File: src/rtl/true_dual_port_ram.sv
// true_dual_port_ram
// Two independent read/write ports on one clock, with per-byte write enables.
// After every reset the array is cleared one word per cycle (INIT) before
// requests are accepted (RUN). On a same-word double write, port A wins the
// bytes both ports enable. Out-of-range addresses drop writes and read as zero.
// Optional build macro TDP_RAM_WRITE_THROUGH_EN: a read that meets a same-edge
// write to the same word returns the merged post-write word instead of the
// pre-write word.
module true_dual_port_ram #(
  parameter int ADDR_WIDTH = 4,
  parameter int DATA_WIDTH = 16,
  parameter int DEPTH      = 16
) (
  input  logic                    clk,
  input  logic                    rst_n,
  input  logic                    a_cs,
  input  logic                    b_cs,
  input  logic                    a_we,
  input  logic                    b_we,
  input  logic [DATA_WIDTH/8-1:0] a_be,
  input  logic [DATA_WIDTH/8-1:0] b_be,
  input  logic [ADDR_WIDTH-1:0]   a_addr,
  input  logic [ADDR_WIDTH-1:0]   b_addr,
  input  logic [DATA_WIDTH-1:0]   a_wdata,
  input  logic [DATA_WIDTH-1:0]   b_wdata,
  output logic [DATA_WIDTH-1:0]   a_rdata,
  output logic [DATA_WIDTH-1:0]   b_rdata,
  output logic                    a_rvalid,
  output logic                    b_rvalid,
  output logic                    init_busy,
  output logic                    collision
);

  localparam int NB = DATA_WIDTH / 8;
  localparam logic [ADDR_WIDTH:0]   DEPTH_L  = (ADDR_WIDTH+1)'(DEPTH);
  localparam logic [ADDR_WIDTH-1:0] PTR_LAST = ADDR_WIDTH'(DEPTH - 1);
  localparam logic [ADDR_WIDTH-1:0] PTR_ONE  = ADDR_WIDTH'(1);

  typedef enum logic {
    ST_INIT = 1'b0,
    ST_RUN  = 1'b1
  } state_t;

  state_t                  r_state;
  logic [ADDR_WIDTH-1:0]   r_ptr;
  logic [DATA_WIDTH-1:0]   r_mem [0:DEPTH-1];
  logic [DATA_WIDTH-1:0]   r_a_rdata;
  logic [DATA_WIDTH-1:0]   r_b_rdata;
  logic                    r_a_rvalid;
  logic                    r_b_rvalid;
  logic                    r_init_busy;
  logic                    r_collision;

  logic                    w_run;
  logic                    w_a_in;
  logic                    w_b_in;
  logic                    w_a_wr;
  logic                    w_b_wr;
  logic                    w_a_rd;
  logic                    w_b_rd;
  logic                    w_same;
  logic                    w_col;
  logic [DATA_WIDTH-1:0]   w_a_old;
  logic [DATA_WIDTH-1:0]   w_b_old;
  logic [DATA_WIDTH-1:0]   w_a_mid;
  logic [DATA_WIDTH-1:0]   w_b_mid;
  logic [DATA_WIDTH-1:0]   w_a_post;
  logic [DATA_WIDTH-1:0]   w_b_post;
  logic [DATA_WIDTH-1:0]   w_a_rval;
  logic [DATA_WIDTH-1:0]   w_b_rval;

  // Replace the enabled bytes of old_word with the matching bytes of wr_word.
  function automatic logic [DATA_WIDTH-1:0] merge_bytes(
    input logic [DATA_WIDTH-1:0] old_word,
    input logic [DATA_WIDTH-1:0] wr_word,
    input logic [NB-1:0]         be
  );
    logic [DATA_WIDTH-1:0] res;
    res = old_word;
    for (int i = 0; i < NB; i++) begin
      res[i*8 +: 8] = be[i] ? wr_word[i*8 +: 8] : old_word[i*8 +: 8];
    end
    return res;
  endfunction

  // Request qualification: only in RUN; writes need an in-range address and
  // at least one enabled byte to count (anything else is a no-op write).
  assign w_run  = (r_state == ST_RUN);
  assign w_a_in = ({1'b0, a_addr} < DEPTH_L);
  assign w_b_in = ({1'b0, b_addr} < DEPTH_L);
  assign w_a_wr = w_run & a_cs & a_we & w_a_in & (|a_be);
  assign w_b_wr = w_run & b_cs & b_we & w_b_in & (|b_be);
  assign w_a_rd = w_run & a_cs & ~a_we;
  assign w_b_rd = w_run & b_cs & ~b_we;
  assign w_same = (a_addr == b_addr);
  assign w_col  = w_a_wr & w_b_wr & w_same;

  // Pre-write words; out-of-range addresses read as zero.
  assign w_a_old = w_a_in ? r_mem[a_addr] : '0;
  assign w_b_old = w_b_in ? r_mem[b_addr] : '0;

  // Post-write word at each port's address: B bytes first, A bytes on top so
  // A wins any byte both ports enable on the same word.
  assign w_a_mid  = (w_b_wr && w_same) ? merge_bytes(w_a_old, b_wdata, b_be) : w_a_old;
  assign w_a_post = w_a_wr ? merge_bytes(w_a_mid, a_wdata, a_be) : w_a_mid;
  assign w_b_mid  = w_b_wr ? merge_bytes(w_b_old, b_wdata, b_be) : w_b_old;
  assign w_b_post = (w_a_wr && w_same) ? merge_bytes(w_b_mid, a_wdata, a_be) : w_b_mid;

`ifdef TDP_RAM_WRITE_THROUGH_EN
  assign w_a_rval = w_a_post;
  assign w_b_rval = w_b_post;
`else
  assign w_a_rval = w_a_old;
  assign w_b_rval = w_b_old;
`endif

  // Storage array: cleared by the INIT sweep, otherwise written by the ports.
  always_ff @(posedge clk) begin
    if (!w_run) begin
      r_mem[r_ptr] <= '0;
    end else begin
      if (w_b_wr) r_mem[b_addr] <= w_b_post;
      if (w_a_wr) r_mem[a_addr] <= w_a_post;
    end
  end

  // Control FSM with registered read data, valid, busy and collision flags.
  always_ff @(posedge clk or negedge rst_n) begin
    if (!rst_n) begin
      r_state     <= ST_INIT;
      r_ptr       <= '0;
      r_a_rdata   <= '0;
      r_b_rdata   <= '0;
      r_a_rvalid  <= 1'b0;
      r_b_rvalid  <= 1'b0;
      r_init_busy <= 1'b1;
      r_collision <= 1'b0;
    end else begin
      case (r_state)
        ST_INIT: begin
          r_a_rvalid  <= 1'b0;
          r_b_rvalid  <= 1'b0;
          r_collision <= 1'b0;
          if (r_ptr == PTR_LAST) begin
            r_state     <= ST_RUN;
            r_ptr       <= '0;
            r_init_busy <= 1'b0;
          end else begin
            r_ptr       <= r_ptr + PTR_ONE;
            r_init_busy <= 1'b1;
          end
        end
        ST_RUN: begin
          r_init_busy <= 1'b0;
          r_collision <= w_col;
          r_a_rvalid  <= w_a_rd;
          r_b_rvalid  <= w_b_rd;
          if (w_a_rd) r_a_rdata <= w_a_rval;
          if (w_b_rd) r_b_rdata <= w_b_rval;
        end
        default: begin
          r_state     <= ST_INIT;
          r_ptr       <= '0;
          r_a_rvalid  <= 1'b0;
          r_b_rvalid  <= 1'b0;
          r_init_busy <= 1'b1;
          r_collision <= 1'b0;
        end
      endcase
    end
  end

  assign a_rdata   = r_a_rdata;
  assign b_rdata   = r_b_rdata;
  assign a_rvalid  = r_a_rvalid;
  assign b_rvalid  = r_b_rvalid;
  assign init_busy = r_init_busy;
  assign collision = r_collision;

endmodule

File: config.mk
export PLATFORM = sky130hd
export DESIGN_NAME = true_dual_port_ram
export DESIGN_NICKNAME = d
export VERILOG_FILES = /design/src/rtl/true_dual_port_ram.sv
export SDC_FILE = /design/constraint.sdc
export NUM_CORES = 1
export LEC_CHECK = 0
export CAP_MARGIN = 15
export CELL_PAD_IN_SITES_DETAIL_PLACEMENT = 0
export CELL_PAD_IN_SITES_GLOBAL_PLACEMENT = 1
export CORE_ASPECT_RATIO = 1.75
export CORE_MARGIN = 10
export CORE_UTILIZATION = 55
export CTS_BUF_LIST = sky130_fd_sc_hd__clkbuf_4
export CTS_CLUSTER_SIZE = 20
export DETAILED_ROUTE_END_ITERATION = 16
export PLACE_DENSITY = 0.94
export SYNTH_ARGS = -nofsm -noshare
export SYNTH_HDL_FRONTEND = slang
export SYNTH_SLANG_ARGS = --single-unit
File: constraint.sdc
create_clock -name clk -period 6.1 [get_ports clk]
set_input_delay 0.61 -clock clk [delete_from_list [all_inputs] [get_ports clk]]
set_output_delay 0.61 -clock clk [all_outputs]
set_load 0.02 [all_outputs]
-- Word level (Yosys, flattened, before mapping)
Memories as Yosys holds them, arrays and structs flattened.
Cells that the tools add are included.
- register bits: 41
- memories: 1
- logic and storage cells: 62
- latch bits: 0
- bits in writable memories: 256
- bits in read-only memories: 0
- equality and inequality tests: 2
- reduce and logical (&&, ||, !) cells: 7
- bitwise gates (word level): 13
- divide/modulo/power cells: 0
- $add $sub $neg: 1
- shift-type cells: 0
- $lt $le $gt $ge: 0
- multiply operators: 0
- mux-type cells: 30
- memory list (memory ; words ; width ; rd ports ; clocked after memory_dff ; wr ports ; RTL line ; text):
    r_mem ; 16 ; 16 ; 2 ; 0 ; 2 ; 46 ; logic [DATA_WIDTH-1:0] r_mem [0:DEPTH-1];
- operators with widths (cell ; number):
    $mux 16 ; 5
    $mux 8 ; 8
    $reduce_or 16->1 ; 1
    $mux 1 ; 11
    $and 1x1->1 ; 10
    $mux 4 ; 2
    $pmux 1 s2 ; 4
    $add 4x1->4 const B ; 1
    $eq 4x4->1 ; 1
    $eq 4x4->1 const B ; 1
    $reduce_and 2->1 ; 2
    $reduce_or 2->1 ; 2
    $not 1->1 ; 3
    $logic_and 1x1->1 ; 2

-- Logic depth before layout (Yosys ltp)
- depth after elaboration: 8
- depth in mapped cells: 12

-- Worst setup path after synthesis
No wires, ideal clock.
- kind: input to register
- from: input b_be[0]
- to: memory r_mem[13][0], enable pin
- data arrival time: 3048 ps
- path buffers: 3
- slack: 2640 ps
- data required time: 5689 ps
- stages on the path: 6
- cell sequence: o2111a_1 -> clkbuf_1 -> clkbuf_1 -> clkbuf_1 -> a21oi_1 -> o21ai_0
- RTL lines (item ; RTL line ; text):
    start, declared ; 21 ; input logic [DATA_WIDTH/8-1:0] b_be,
    end, declared ; 46 ;

==> qor.txt <==
outcome: completed
first-pass GRT wire length: 100200 µm
layout cells sized above 1: 21.02%
Area Growth Syn to Fin: 11.87%
Synth area leaders: edfxtp_1 (44%), mux4_2 (15%), o21ai_0 (6.9%)
CP max FO: 17
worst path required time: 6.60 ns
gr ovfl total: 0
Ys Warns: 0
crit path time final: 3.806 ns
Seq cells post-synth: 297
TritonCTS clock tree: built
Worst-Margin Slew: 1.287 ns
Final Non-Filler Cells: 2007
RSZ-0062 raised after global routing: false
initial antenna violation count: 3
crit path launch type: primary input
Nets: 1611
synthesized cell area: 17620 µm²
CTS HTree Levels: 3
Total GRT Usage: 34.42%
vias in the first global route: 15300
number of flops mapped to enable cells by yosys: 256
Skew-Pair Late Insertion Delay: 0.81 ns
met2 Resource Use GR: 59.06%
via/cell ratio: 7.571
final wirelength: 69380 µm
GP Congestion: 1.023
CORE AREA: 31530 µm²
Worst VDD drop: 146.7 µV
Worst Hold Slack: 0.4785 ns
Max-Cap Viols: 0
WS Path Type: primary input to register
Num CTS Buffers: 70
final setup TNS: 0 ns
Worst Slack Setup Final: 2.294 ns
Reg clk slew, reported paths: 0.07 ns
met3 Track Usage GR: 10.37%
routing usage on met1: 32.71%
Final Skew: 0.06722 ns
Iteration-0 DRC Markers: 2490
row count: 86
multi-input logic area: 8164 µm²
Worst setup EP type: register
Synthesized Nets: 1536
top cell type's share of synthesized area: 43.63%
Highest Clock Rate: 262.8 MHz
Die X: 155.3 µm
DRC viols: 0
Synth Instances: 1485
die height: 256.8 µm
Reg area: 8715 µm²
IO buf count: 85
leading area contributor after synthesis: edfxtp_1
setup slack at placement: 1.505 ns
routed length per placed instance: 34.57 µm
final hold vios: 0
initial core utilization: 55.89%
Slew HR: 13.30%
largest net degree at the start of global routing: 78
Final Setup Violations: 0
Longest Clk Path Bufs: 3
Post-CTS Repair Setup Buffers: 0
hpwl dp: 47220 µm
average cell area after synthesis: 11.86 µm²
Final ANT Viol Nets: 0
drt pass-1 iters: 8
max-slew violation count: 0
sequential share of the synthesized area: 49.46%
post-layout util: 62.52%
number of placed cells counting well taps: 1875
full die area: 39880 µm²
critical path data arrival time: 4.30 ns
clk sinks: 297
HP Class: register to register
Final period util: 62.39%
root buf cell: clkbuf_4
Power Dens Cells: 249.6 nW/µm²
Ports: 86
Pleak: 0.006773 µW
synth unique cells: 58
asr flop ratio synth: 13.80%
busiest grt layer: met2
via count: 15196
Fill cells: 2391
Top FF cell, synth: edfxtp_1
[sequential cells by signal, indices dropped and copies added (netlist names)]
| register | count |
|---|---|
| r_state | 1 |
| init_busy | 1 |
| collision | 1 |
| a_rvalid | 1 |
| b_rvalid | 1 |
| a_rdata | 16 |
| b_rdata | 16 |
| r_ptr | 4 |
| r_mem | 256 |
[final timing paths]
kind / startpoint / to / slack, ns / cells after the start
min in group asynchronous: rst_n / r_ptr[3] / 0.51 / 2
max in group asynchronous: rst_n / a_rvalid / 4.95 / 2
setup reg to reg: r_state / r_mem[0][14] / 2.32 / 7
hold reg to reg: a_rdata[9] / a_rdata[9] / 0.48 / 2
hold / removal: a_rdata[9] / a_rdata[9] / 0.48 / 2
setup / recovery: a_addr[3] / r_mem[0][3] / 2.29 / 7
[cells in the mapped netlist (3+ instances only)]
cell type,number
a211oi_1,4
a21o_1,4
a21oi_1,16
a22o_1,30
a22oi_1,18
a31oi_1,11
a32oi_1,3
and2_1,3
and3_1,8
and4_1,5
buf_1,9
buf_2,30
buf_4,17
buf_6,7
clkbuf_1,86
dfrtp_1,40
edfxtp_1,256
inv_1,5
mux2_2,14
mux2i_1,85
mux4_1,5
mux4_2,115
nand2_1,191
nand2b_1,5
nand3_1,20
nand4_1,13
nor2_1,40
nor2b_1,5
nor3_1,13
o211ai_1,4
o21ai_0,244
o21ai_1,12
o21ai_2,6
o221ai_1,6
o22ai_1,112
o31ai_1,4
or3_1,5
xnor2_1,5
[layout make-up]
cell class                      instances  share of cell area, %
Antenna cell                            3                0.03809
Clock buffer                          108                  4.113
Clock inverter                         12                 0.6411
Inverter                                6                 0.1143
Multi-Input combinational cell       1031                  41.42
Sequential cell                       297                  44.21
Tap cell                              396                  2.514
Timing Repair Buffer                  154                  6.945
[logic make-up (layout without fill, tap and decap cells)]
kind of cell / after synthesis / in the layout / share of synthesized area, %
compound gates: 488 / 488 / 16.76
flops: 297 / 297 / 49.46
other cells: 0 / 3 / 0
fa+ha+maj: 1 / 1 / 0.07100
mux: 219 / 219 / 21.17
simple gates: 318 / 318 / 7.918
buf+inv: 157 / 280 / 4.374
xor+xnor: 5 / 5 / 0.2485
[routing by layer]
| layer | share of wire [%] | vias up |
|---|---|---|
| li1 | - | 6106 |
| met1 | 27 | 7161 |
| met2 | 51 | 1443 |
| met3 | 12 | 486 |
| met4 | 10 | 0 |
| met5 | 0 | - |
[critical path: stages]
cell and delay, ns:
clkdlybuf4s50_1 0.62, xnor2_1 0.49, nand4_2 0.50, nor2_1 0.98, o21ai_0 0.22, o21ai_1 0.64
o22ai_1 0.23
[through the flow]
step | total power, µW | area (µm²)
final | 4919 | 19710
after global routing | 5054 | 19710
after CTS | 4866 | 19620
after detailed placement | 3149 | 18670
after global placement | 3128 | 18670
after floorplan | 2830 | 17620
[repair_timing]
action | CTS | global route
hold buffers | 1 | 0
gates resized for setup | 0 | 0
hold endpoints to repair | 1 | 0
[placed cells by master, fill, tap and decap left out, types with 7 or more instances in the layout]
cell type and n:
mux4_2 115, o21ai_1 27, clkdlybuf4s50_1 79, a21oi_1 16, o22ai_1 112, a22oi_1 18, clkbuf_4 108, nor3_1 13
nand2_1 191, nor2_1 39, buf_4 65, a31oi_1 11, mux2_2 14, o21ai_0 228, nand4_1 13, dfrtp_1 40
o21ai_2 7, edfxtp_1 256, mux2i_1 85, and3_1 8, a22o_1 30, nand3_1 20
[power by group]
| part | switching (µW) | internal (µW) |
|---|---|---|
| clock network | 840 | 929 |
| registers | 31.7 | 2260 |
| logic | 543 | 312 |
(Power assumes the default switching activity.)
